===== src/rtl/uart_mmio_peripheral.sv =====
// UART peripheral for the CPU's MMIO UART window: TX/RX FIFOs plus 8N1 serializer/deserializer.
// Define UART_PARITY_EN to add an even-parity bit to both directions (11-bit frames).
module uart_mmio_peripheral #(
    parameter int unsigned CLKS_PER_BIT = 868,
    parameter int unsigned FIFO_DEPTH   = 16
) (
    input  logic       clk,
    input  logic       rst,
    input  logic       tx_wen,
    input  logic [7:0] uart_din,
    input  logic       rx_ren,
    output logic [7:0] uart_dout,
    output logic       rx_data_present,
    output logic       tx_full,
    input  logic       rxd,
    output logic       txd
);
    localparam int unsigned AW = $clog2(FIFO_DEPTH);
    localparam int unsigned CW = $clog2(CLKS_PER_BIT);
    localparam logic [AW:0]   FULL_CNT = (AW + 1)'(FIFO_DEPTH);
    localparam logic [CW-1:0] BIT_END  = CW'(CLKS_PER_BIT - 1);
    localparam logic [CW-1:0] HALF_END = CW'(CLKS_PER_BIT / 2 - 1);

    typedef enum logic [2:0] {
        TX_IDLE, TX_START, TX_DATA,
`ifdef UART_PARITY_EN
        TX_PARITY,
`endif
        TX_STOP
    } tx_state_t;

    typedef enum logic [2:0] {
        RX_IDLE, RX_START, RX_DATA,
`ifdef UART_PARITY_EN
        RX_PARITY,
`endif
        RX_STOP
    } rx_state_t;

    // ---------------- TX FIFO ----------------
    logic [7:0]    tx_mem [FIFO_DEPTH];
    logic [AW-1:0] tx_wr_ptr, tx_rd_ptr;
    logic [AW:0]   tx_count;
    logic          tx_push, tx_pop;

    assign tx_full = (tx_count == FULL_CNT);
    assign tx_push = tx_wen && !tx_full;

    always_ff @(posedge clk) begin
        if (tx_push) tx_mem[tx_wr_ptr] <= uart_din;
    end

    always_ff @(posedge clk) begin
        if (rst) begin
            tx_wr_ptr <= '0;
            tx_rd_ptr <= '0;
            tx_count  <= '0;
        end else begin
            if (tx_push) tx_wr_ptr <= tx_wr_ptr + 1'b1;
            if (tx_pop)  tx_rd_ptr <= tx_rd_ptr + 1'b1;
            case ({tx_push, tx_pop})
                2'b10:   tx_count <= tx_count + 1'b1;
                2'b01:   tx_count <= tx_count - 1'b1;
                default: tx_count <= tx_count;
            endcase
        end
    end

    // ---------------- TX FSM ----------------
    tx_state_t     tx_state, tx_next;
    logic [CW-1:0] tx_cnt;
    logic [2:0]    tx_bit;
    logic [7:0]    tx_shift;
    logic          tx_bit_done, txd_next;
`ifdef UART_PARITY_EN
    logic          tx_par;
`endif

    assign tx_bit_done = (tx_cnt == BIT_END);

    always_ff @(posedge clk) begin
        if (rst) begin
            tx_state <= TX_IDLE;
            tx_cnt   <= '0;
            tx_bit   <= '0;
            tx_shift <= '0;
            txd      <= 1'b1;
`ifdef UART_PARITY_EN
            tx_par   <= 1'b0;
`endif
        end else begin
            tx_state <= tx_next;
            txd      <= txd_next;
            if (tx_pop) begin
                tx_shift <= tx_mem[tx_rd_ptr];
`ifdef UART_PARITY_EN
                tx_par   <= ^tx_mem[tx_rd_ptr];
`endif
                tx_cnt   <= '0;
                tx_bit   <= '0;
            end else if (tx_state != TX_IDLE) begin
                if (tx_bit_done) begin
                    tx_cnt <= '0;
                    if (tx_state == TX_DATA) begin
                        tx_shift <= tx_shift >> 1;
                        tx_bit   <= tx_bit + 1'b1;
                    end
                end else begin
                    tx_cnt <= tx_cnt + 1'b1;
                end
            end
        end
    end

    always_comb begin
        tx_next = tx_state;
        case (tx_state)
            TX_IDLE:  if (tx_count != '0) tx_next = TX_START;
            TX_START: if (tx_bit_done) tx_next = TX_DATA;
`ifdef UART_PARITY_EN
            TX_DATA:   if (tx_bit_done && tx_bit == 3'd7) tx_next = TX_PARITY;
            TX_PARITY: if (tx_bit_done) tx_next = TX_STOP;
`else
            TX_DATA:  if (tx_bit_done && tx_bit == 3'd7) tx_next = TX_STOP;
`endif
            TX_STOP:  if (tx_bit_done) tx_next = (tx_count != '0) ? TX_START : TX_IDLE;
            default:  tx_next = TX_IDLE;
        endcase
    end

    // txd is registered from the state, so the line lags the state by one cycle
    always_comb begin
        tx_pop   = (tx_count != '0) &&
                   (tx_state == TX_IDLE || (tx_state == TX_STOP && tx_bit_done));
        txd_next = 1'b1;
        case (tx_state)
            TX_START:  txd_next = 1'b0;
            TX_DATA:   txd_next = tx_shift[0];
`ifdef UART_PARITY_EN
            TX_PARITY: txd_next = tx_par;
`endif
            default:   txd_next = 1'b1;
        endcase
    end

    // ---------------- RX FSM ----------------
    rx_state_t     rx_state, rx_next;
    logic          rxd_s1, rxd_s2, rxd_prev;
    logic [CW-1:0] rx_cnt;
    logic [2:0]    rx_bit;
    logic [7:0]    rx_shift;
    logic          rx_bit_done, rx_push_req, rx_push, rx_pop;
`ifdef UART_PARITY_EN
    logic          rx_par_ok;
`endif

    assign rx_bit_done = (rx_cnt == BIT_END);

    always_ff @(posedge clk) begin
        if (rst) begin
            rxd_s1    <= 1'b1;
            rxd_s2    <= 1'b1;
            rxd_prev  <= 1'b1;
            rx_state  <= RX_IDLE;
            rx_cnt    <= '0;
            rx_bit    <= '0;
            rx_shift  <= '0;
`ifdef UART_PARITY_EN
            rx_par_ok <= 1'b0;
`endif
        end else begin
            rxd_s1   <= rxd;
            rxd_s2   <= rxd_s1;
            rxd_prev <= rxd_s2;
            rx_state <= rx_next;
            case (rx_state)
                RX_IDLE: begin
                    rx_cnt <= '0;
                    rx_bit <= '0;
                end
                RX_START: rx_cnt <= (rx_cnt == HALF_END) ? '0 : rx_cnt + 1'b1;
                default: begin
                    if (rx_bit_done) begin
                        rx_cnt <= '0;
                        if (rx_state == RX_DATA) begin
                            rx_shift <= {rxd_s2, rx_shift[7:1]};
                            rx_bit   <= rx_bit + 1'b1;
                        end
`ifdef UART_PARITY_EN
                        if (rx_state == RX_PARITY) rx_par_ok <= (rxd_s2 == ^rx_shift);
`endif
                    end else begin
                        rx_cnt <= rx_cnt + 1'b1;
                    end
                end
            endcase
        end
    end

    always_comb begin
        rx_next = rx_state;
        case (rx_state)
            RX_IDLE:  if (rxd_prev && !rxd_s2) rx_next = RX_START;
            RX_START: if (rx_cnt == HALF_END) rx_next = rxd_s2 ? RX_IDLE : RX_DATA;
`ifdef UART_PARITY_EN
            RX_DATA:   if (rx_bit_done && rx_bit == 3'd7) rx_next = RX_PARITY;
            RX_PARITY: if (rx_bit_done) rx_next = RX_STOP;
`else
            RX_DATA:  if (rx_bit_done && rx_bit == 3'd7) rx_next = RX_STOP;
`endif
            RX_STOP:  if (rx_bit_done) rx_next = RX_IDLE;
            default:  rx_next = RX_IDLE;
        endcase
    end

    always_comb begin
`ifdef UART_PARITY_EN
        rx_push_req = (rx_state == RX_STOP) && rx_bit_done && rxd_s2 && rx_par_ok;
`else
        rx_push_req = (rx_state == RX_STOP) && rx_bit_done && rxd_s2;
`endif
    end

    // ---------------- RX FIFO ----------------
    logic [7:0]    rx_mem [FIFO_DEPTH];
    logic [AW-1:0] rx_wr_ptr, rx_rd_ptr;
    logic [AW:0]   rx_count;

    assign rx_push         = rx_push_req && (rx_count != FULL_CNT);
    assign rx_pop          = rx_ren && (rx_count != '0);
    assign rx_data_present = (rx_count != '0);

    always_ff @(posedge clk) begin
        if (rx_push) rx_mem[rx_wr_ptr] <= rx_shift;
    end

    always_ff @(posedge clk) begin
        if (rst) begin
            rx_wr_ptr <= '0;
            rx_rd_ptr <= '0;
            rx_count  <= '0;
            uart_dout <= '0;
        end else begin
            if (rx_push) rx_wr_ptr <= rx_wr_ptr + 1'b1;
            if (rx_pop)  rx_rd_ptr <= rx_rd_ptr + 1'b1;
            if (rx_ren)  uart_dout <= rx_pop ? rx_mem[rx_rd_ptr] : 8'h00;
            case ({rx_push, rx_pop})
                2'b10:   rx_count <= rx_count + 1'b1;
                2'b01:   rx_count <= rx_count - 1'b1;
                default: rx_count <= rx_count;
            endcase
        end
    end
endmodule


===== config.mk =====
export PLATFORM = sky130hd
export DESIGN_NAME = uart_mmio_peripheral
export DESIGN_NICKNAME = d
export VERILOG_FILES = /design/src/rtl/uart_mmio_peripheral.sv
export SDC_FILE = /design/constraint.sdc
export NUM_CORES = 1
export LEC_CHECK = 0
export CAP_MARGIN = 5
export CORE_ASPECT_RATIO = 1.1
export CORE_MARGIN = 1
export CORE_UTILIZATION = 35
export CTS_CLUSTER_SIZE = 30
export DETAILED_ROUTE_END_ITERATION = 8
export PLACE_DENSITY = 0.46
export RECOVER_POWER = 25
export SKIP_CTS_REPAIR_TIMING = 1
export SLEW_MARGIN = 20
export SYNTH_ARGS = -nofsm -noshare
export SYNTH_HDL_FRONTEND = slang
export SYNTH_SLANG_ARGS = --single-unit

===== constraint.sdc =====
create_clock -name clk -period 3.85 [get_ports clk]
set_clock_uncertainty 0.2 [all_clocks]
set_input_delay 0.9625 -clock clk [delete_from_list [all_inputs] [get_ports clk]]
set_output_delay 0.9625 -clock clk [all_outputs]
set_load 0.005 [all_outputs]

**Word level (Yosys, flattened, before mapping)**

Memories as Yosys holds them, arrays and structs flattened. A register that Yosys moved wholly into a read port is not among the register bits.
Cells that the tools add are included.

- Add/sub/neg operators: 12
- Eq/ne operators: 25
- Multiplexer cells: 35
- Bitwise logic cells: 2
- Reductions and logical operators: 33

Operator list:

| kind | number |
|---|---|
| $mux W8 | 5 |
| $mux W10 | 3 |
| $mux W3 | 10 |
| $pmux W3 S4 | 2 |
| $add A10 B1 Y10 const B | 2 |
| $eq A10 B10 Y1 const B | 2 |
| $pmux W10 S2 | 1 |
| $pmux W5 S2 | 2 |
| $add A4 B1 Y4 const B | 4 |
| $mux W4 | 4 |
| $reduce_bool A2 Y1 | 7 |
| $eq A3 B2 Y1 const B | 4 |
| $ne A2 B2 Y1 const B | 6 |
| $reduce_and A3 Y1 | 4 |
| $add A5 B1 Y5 const B | 2 |
| $eq A10 B9 Y1 const B | 1 |
| $logic_and A1 B1 Y1 | 10 |
| $reduce_bool A5 Y1 | 2 |
| $sub A5 B1 Y5 const B | 2 |
| $reduce_and A4 Y1 | 2 |
| $add A3 B1 Y3 const B | 2 |
| $eq A3 B1 Y1 const B | 2 |
| $eq A3 B3 Y1 const B | 2 |
| $logic_not A3 Y1 | 2 |
| other kinds (14) | 24 |

- Register bits: 86
- Bits in writable memories: 256
- Input port bits: 13
- Output and inout port bits: 11
- Word-level logic and storage cells: 128
- Memories kept: 2

Memories:

| name | words | bits a word | read ports | clocked after Yosys merged registers in | wr ports | line | RTL |
|---|---|---|---|---|---|---|---|
| rx_mem | 16 | 8 | 1 | 1 | 1 | 225 | `logic [7:0] rx_mem [FIFO_DEPTH];` |
| tx_mem | 16 | 8 | 1 | 1 | 1 | 41 | `logic [7:0] tx_mem [FIFO_DEPTH];` |

**Longest topological paths before layout**

Gate-level depths: netlist (run 1).

- Depth in word-level cells: 6
- Gate-level depth with buffers: 15

**Worst setup path after synthesis (run 1)**

Ideal clock, no wire load.

- Path kind: input to register
- From: in tx_wen
- To: reg tx_count[4]
- Library setup time: 121 ps
- Data arrival time: 3,210 ps
- Required time: 3,529 ps
- Setup slack: 319 ps
- Stages: 11
- Path through: a21boi_1 > inv_1 > ha_1 > clkbuf_1 > xor2_1 > ha_1 > o21a_1 > o21ai_0 > nand2b_1 > a211oi_1 > mux2_2

- Word-level cells in the longest chain between the ends: 3
- Elaborated cells between the ends (all ways): 5
- Those cells by class: eq/ne (2); mux (1); reduce/logical (2)

RTL lines:

| element | line | RTL |
|---|---|---|
| start: declaration | 9 | `input logic tx_wen,` |
| $logic_and A1 B1 Y1 * | 47 | `assign tx_push = tx_wen && !tx_full;` |
| $eq A2 B1 Y1 / $eq A2 B2 Y1 (equally long branches) | 61 | `case ({tx_push, tx_pop})` |
| $pmux W5 S2 / $reduce_bool A2 Y1 (equally long branches) | -- |  |
| end signal: assignment | 62 | `2'b10: tx_count <= tx_count + 1'b1;` |
| end signal: assignment | 63 | `2'b01: tx_count <= tx_count - 1'b1;` |
| end signal: assignment | 64 | `default: tx_count <= tx_count;` |
| end: declaration | 43 | `logic [AW:0] tx_count;` |

Every way passes the cells marked *; elsewhere a longest branch is shown, timed or not.
A chain may end at the register's enable or synchronous reset.

**Worst setup path after layout (run 1)**

- From: reg tx_count[1]
- To: out tx_full

- Word-level cells in the longest chain between the ends: 1

RTL lines:

| element | line | RTL |
|---|---|---|
| $eq A5 B5 Y1 | 46 | `assign tx_full = (tx_count == FULL_CNT);` |
| end: declaration | 14 | `output logic tx_full,` |

No other way between the ends.

==> summary.txt, run 1 <==
Drt
  • Vias per cell: 4.99
  • Initial DRC count: 337
  • Vias: just over 7k
  • Routed len/inst: 19.7 um
  • DRC Markers: 4
  • Drt pass-1 iters: 6
  • Routed WL: roughly 29 mm
  • Post-DRT Antenna Nets: 0

Global route
  • Grt ovf: 0
  • First-pass GRT wire length: roughly 45 mm
  • GRT Total Usage: 14.9%
  • Initial antenna violation count: 0
  • Vias in the first global route: approximately 7.8k
  • Largest net degree at the start of global routing: 31

Cells and area
  • Layout Nets: approximately 960
  • Layout area overhead: 15.1%
  • Most frequent cells in the layout: 256 x edfxtp_1, 90 x dfxtp_1, 74 x nor2_1
  • Commonest non-fill, non-tap cell in the layout: edfxtp_1
  • Post-route cell area: between 0.015 and 0.02 mm^2
  • Layout cells sized above 1: around 17%
  • # diodes: 0

Worst setup path
  • WS Path Type: reg -> out
  • Cell count along the critical path: 3
  • Worst setup EP type: output pin
  • Peak fanout along the critical path: 8
  • Slowest stage delay, CP: between 500 and 600 ps
  • WP buf/inv: 1
  • CP max-delay cell: nor4_1
  • WP data arrival: 2240 ps
  • Required time of the critical path: ~2700 ps
  • R2R cell count: 12
  • Top Family by Delay on Critical Path: simple AND/OR/NAND/NOR gates
  • Critical Path Source Type: flop
  • CP Cell Sequence: nor4_1 -> and2_1 -> clkdlybuf4s50_1

Logic synthesis
  • Post-synth EDFFs: approximately 260
  • Top cell type's share of synthesized area: ~55%
  • Synth area leaders: edfxtp_1 55%, dfxtp_1 13%, mux4_2 10%
  • Library cells used by synthesis: between 50 and 60
  • Syn Inst Count: 874
  • Post-Synthesis Cell Area: between 0.01 and 0.015 mm^2
  • Syn Area/Cell: approximately 16 um^2
  • Post-synth ARST share: 0%
  • Warning count from the yosys run: 0
  • Post-synthesis sequential area ratio: between 60% and 70%
  • Post-synth top flop: edfxtp_1
  • Synthesis-stage register bit count: ~350
  • Post-synthesis net count: between 900 and 1k
  • Synth area leader: edfxtp_1

CTS
  • TritonCTS buffer count: 39
  • Clock buffer depth: 3
  • H-tree levels: 2
  • Sink Count: ~350
  • Worst-skew pair later-pin latency: roughly 550 ps
  • Root Buffer Master: clkbuf_16
  • Clock slew at reported path FFs: 60 ps
  • CTS tree: built

Placement
  • RePlAce Congestion: 0.672
  • Placed inst area: between 0.01 and 0.015 mm^2
  • DP HPWL: about 18 mm
  • Number of I/O port buffers: 23

Timing
  • Hold Violations, Final: 0
  • Period minus WS final: between 3000 and 4000 ps
  • Slew margin rel.: about 18%
  • RSZ-0062 raised after global routing: no
  • Post-route clock period utilization: roughly nine tenths
  • Max-slew violation count: 0
  • Upper clock frequency limit: between 200 and 300 MHz
  • Final setup TNS: 0 ps
  • Worst hold margin: ~210 ps
  • Worst Max-Slew Pin Slew: 1220 ps
  • Finish-stage setup viols: 0

Floorplan
  • FP Rows: 76
  • Horiz. Die Dim: around 190 um
  • IO Pins: 24
  • Initial Utilization: 35.7%
  • DIE AREA: just over 0.04 mm^2
  • DIE HEIGHT: roughly 210 um
  • Core area: 0.0393 mm^2

Power
  • Flop pwr share: a little under half
  • Pleak: 5.32 nW
  • Worst VDD drop: about 0.32 mV
  • Switching pwr: 0.00226 W
  • P_int: around 0.0068 W
  • Power per cell area: 563 mW/mm^2
  • Clock power share: 38.8%
  • Sw Share: about a quarter
  • Comb power frac: roughly 14%

Worst hold path
  • Worst min path class: reg -> reg
  • Hold depth: 1

Flow run
  • Max Cap Violations: 0

Run status
  • Run status: complete, but fails checks
  • Failing checks: design-rule violations
registers in the layout, indices dropped and copies added (netlist names), 5 cells and up, named ones only:
| register | flops |
|---|---|
| rx_mem | 128 |
| tx_mem | 128 |
| rx_cnt | 10 |
| tx_cnt | 10 |
| rx_shift | 8 |
| tx_shift | 8 |
| uart_dout | 8 |
| rx_count | 5 |
| tx_count | 5 |
synth_stat cells, types with 4 or more instances:
cell	count
o21ai_0	9
nand2_1	21
mux4_2	64
a211oi_1	18
nor2b_1	25
and2_1	14
dfxtp_1	92
xnor2_1	17
mux2i_1	27
and3_1	11
ha_1	28
or3_1	4
inv_1	14
xor2_1	20
a21oi_1	19
a22oi_1	20
a22o_1	8
edfxtp_1	256
a311oi_1	8
nand2b_1	7
nor3_1	10
nand3_1	9
clkbuf_1	32
nor2_1	75
buf_2	10
final cells by class:
| cell class | count | area [um^2] |
|---|---|---|
| clock inverters | 16 | 108 |
| multi-input cells | 463 | 4220 |
| inverters | 15 | 58.8 |
| well taps | 507 | 634 |
| flip-flops and latches | 348 | 9530 |
| repair buffers | 53 | 474 |
| clock buffers | 55 | 1110 |
| fillers | 3557 | 23100 |
final timing paths:
path,to,slack [ps],from
setup / recovery,tx_full,450,tx_count[1]
hold / removal,rxd_s2,210,rxd_s1
setup reg to reg,tx_count[4],520,tx_cnt[0]
hold reg to reg,rxd_s2,210,rxd_s1
kinds of logic after synthesis:
group	count (synthesis)	synth area share, %
AO/OA/AOI/OAI	98	4.98
XOR/XNOR	37	2.31
adder cells (fa/ha/maj)	28	2.50
buffers and inverters	63	1.90
flip-flops	348	68.0
multiplexers	93	12.4
AND/OR/NAND/NOR	207	7.92
metal layers:
| metal | wire [um] | part of all wire [%] | track usage, % |
|---|---|---|---|
| met5 | 0 | 0 | 0 |
| met4 | 656 | 2.3 | 5.24 |
| met3 | 1050 | 3.7 | 2.93 |
| met2 | 14600 | 51 | 26.2 |
| met1 | 12400 | 43 | 18.1 |
stage by stage:
step           utilization, %  instances  power, W  worst slack (ps)
6_report                 41.1       1457   0.00908               450
5_1_grt                  41.1       1457   0.00952               335
4_1_cts                  41.1       1457   0.00925               403
3_5_place_dp             38.0       1386   0.00567               210
3_3_place_gp             38.0       1386   0.00566               140
2_1_floorplan               -        874   0.00529               319
power by group through the flow:
stage	registers, W	logic, W	clock network, W
2_1_floorplan	0.00428	0.00102	0
3_3_place_gp	0.00436	0.00131	0
3_5_place_dp	0.00436	0.00131	0
4_1_cts	0.00428	0.00132	0.00365
5_1_grt	0.00430	0.00144	0.00378
6_report	0.00428	0.00128	0.00352
Note: power is estimated with default switching activity, not from simulation.
==> inputs of run 2 (changes only) <==
- ABC_AREA: default -> 0
==> results of run 2 <==
Same layout as run 1: the final DEF is identical, and so are final timing and power.
==> inputs of run 3 (changes only) <==
- CORE_UTILIZATION: 35 -> 30
- PLACE_DENSITY: 0.46 -> default
==> run 3 against run 2 <==
Register-to-register slack improved by 60 ps. The run ends with max-capacitance violations, max-slew violations left. Sequential power hardly changed. Largest power group unchanged. Final area grew 0.43%. Maximum frequency rose by 3.9%.
==> summary.txt, run 3 (synthesized netlist as in run 1, its figures left out) <==
Floorplan
  • DIE HEIGHT: 229 um (+7.9%)
  • DIE AREA: 0.0476 mm^2 (+16%)
  • FP Rows: 82 (+7.9%)
  • IO Pins: 24 (unchanged)
  • Horiz. Die Dim: 208 um (+7.9%)
  • Core area: 0.0459 mm^2 (+17%)
  • Initial Utilization: 30.6% (-5.1 points)

Drt
  • DRC Markers: 0 (-4)
  • Post-DRT Antenna Nets: 0 (unchanged)
  • Vias per cell: 4.74 (-4.8%)
  • Drt pass-1 iters: 5 (-1)
  • Vias: 7287 (+0.32%)
  • Routed len/inst: 17.2 um (-13%)
  • Initial DRC count: 560 (+66%)
  • Routed WL: 26.4 mm (-7.8%)

Timing
  • RSZ-0062 raised after global routing: no
  • Slew margin rel.: -24.0% (-42 points)
  • Post-route clock period utilization: 85.0% (-3.3 points)
  • Worst Max-Slew Pin Slew: 1860 ps (+637 ps)
  • Worst hold margin: 211 ps (+1.10 ps)
  • Max-slew violation count: 41 (+41)
  • Worst Setup Slack, final: 577 ps (+127 ps)
  • Period minus WS final: 3270 ps (-127 ps)
  • Final setup TNS: 0 ps (unchanged)
  • Upper clock frequency limit: 306 MHz (+3.9%)
  • Hold Violations, Final: 0 (unchanged)
  • Finish-stage setup viols: 0 (unchanged)

Worst setup path
  • Critical Path Source Type: flop
  • Peak fanout along the critical path: 5 (-3)
  • WP data arrival: 3480 ps (+1240 ps)
  • Required time of the critical path: 4060 ps (+1370 ps)
  • Flop2flop setup slack: 580 ps (+60 ps)
  • RR Endpoint: tx_count[4]
  • WS Path Type: reg -> reg
  • Worst r2r src: tx_cnt[0]
  • R2R cell count: 12 (unchanged)
  • Worst setup EP type: flop

Worst hold path
  • Hold depth: 1 (unchanged)
  • Worst min path class: reg -> reg
  • Sink of the worst hold path: rxd_s2
  • Hold Crit Start: rxd_s1

Cells and area
  • Biggest regs: rx_mem (128), tx_mem (128)
  • Fin util: 35.3% (-5.8 points)
  • Most frequent cells in the layout: 256 x edfxtp_1, 89 x dfxtp_1, 74 x nor2_1
  • Layout area overhead: 15.6%
  • Layout Nets: 961 (unchanged)
  • Commonest non-fill, non-tap cell in the layout: edfxtp_1
  • # diodes: 0 (unchanged)
  • Layout cells sized above 1: 17.3% (+0.35 points)

Global route
  • Met3 Use GR: 2.18% (-0.75 points)
  • Largest net degree at the start of global routing: 41 (+32%)
  • GRT busiest layer: met2
  • Routing usage on met2: 20.1% (-6.2 points)
  • Vias in the first global route: 7536 (-3.2%)
  • GRT Total Usage: 11.4% (-3.6 points)
  • Grt ovf: 0 (unchanged)
  • Initial antenna violation count: 0 (unchanged)
  • Met1 Use GR: 14.2% (-3.9 points)
  • First-pass GRT wire length: 42.6 mm (-6.4%)

Placement
  • Placement Setup Slack: 184 ps (-25.7 ps)
  • Number of I/O port buffers: 23 (unchanged)
  • DP HPWL: 16.6 mm (-10%)
  • RePlAce Congestion: 0.710 (+5.8%)

Power
  • Pleak: 5.31 nW (-0.20%)
  • Worst VDD drop: 0.383 mV (+19%)
  • Power per cell area: 559 mW/mm^2 (-0.65%)

CTS
  • Clock buffer depth: 3 (unchanged)
  • Worst-skew pair later-pin latency: 520 ps (-30 ps)
  • H-tree levels: 2 (unchanged)
  • CTS tree: built
  • Sink Count: 348 (unchanged)
  • TritonCTS buffer count: 37 (-5.1%)
  • Root Buffer Master: clkbuf_16
  • Clock slew at reported path FFs: 60 ps (about the same)

Flow run
  • Max Cap Violations: 1 (+1)

Run status
  • Run status: complete, but fails checks
  • Failing checks: max-capacitance violations, max-slew violations
[run 3: power by group]
group / switching [W] / internal [W] / total (W)
sequential: 0.000140 / 0.00415 / 0.00429
clock: 0.00143 / 0.00207 / 0.00350
combinational: 0.000664 / 0.000604 / 0.00127
[run 3: per-stage QoR]
| step | area, um^2 | std cells | power (W) |
|---|---|---|---|
| after detailed placement | 15000 | 1469 | 0.00566 |
| final | 16200 | 1536 | 0.00906 |
| after CTS | 16200 | 1536 | 0.00920 |
| after global routing | 16200 | 1536 | 0.00948 |
| after global placement | 15000 | 1469 | 0.00564 |
| after floorplan | 14000 | 874 | 0.00529 |
[run 3: metal layers]
| metal | share of wire, % | up-vias |
|---|---|---|
| met2 | 50 | 132 |
| met4 | 2.0 | 0 |
| met5 | 0 | - |
| met1 | 43 | 3662 |
| met3 | 4.2 | 42 |
| li1 | - | 3451 |
[run 3: critical path: stages, from the launching register on]
cell	delay (ps)
dfxtp_1	340
ha_1	240
nor2b_1	160
a41oi_1	520
nor2_2	100
ha_1	230
xor2_1	150
ha_1	220
o21a_1	170
o21ai_0	160
nand2b_1	80
a211oi_1	260
mux2_2	360
[run 3: worst max-delay path by stage]
stage	startpoint	endpoint	slack [ps]	depth (start not counted)
2_1_floorplan	tx_wen	tx_count[4]	320	11
3_3_place_gp	tx_wen	tx_count[4]	240	11
3_5_place_dp	tx_wen	tx_count[4]	180	11
4_1_cts	tx_cnt[0]	tx_count[4]	510	12
5_1_grt	tx_cnt[0]	tx_count[4]	310	12
6_report	tx_cnt[0]	tx_count[4]	580	12
[run 3: final cells by class]
class                      instances  area (um^2)
fill                            4320        29700
sequential                       348         9530
multi-input combinational        463         4220
clock buffer                      51         1020
tap                              588          736
timing repair buffer              55          464
clock inverter                    16          170
inverter                          15         58.8
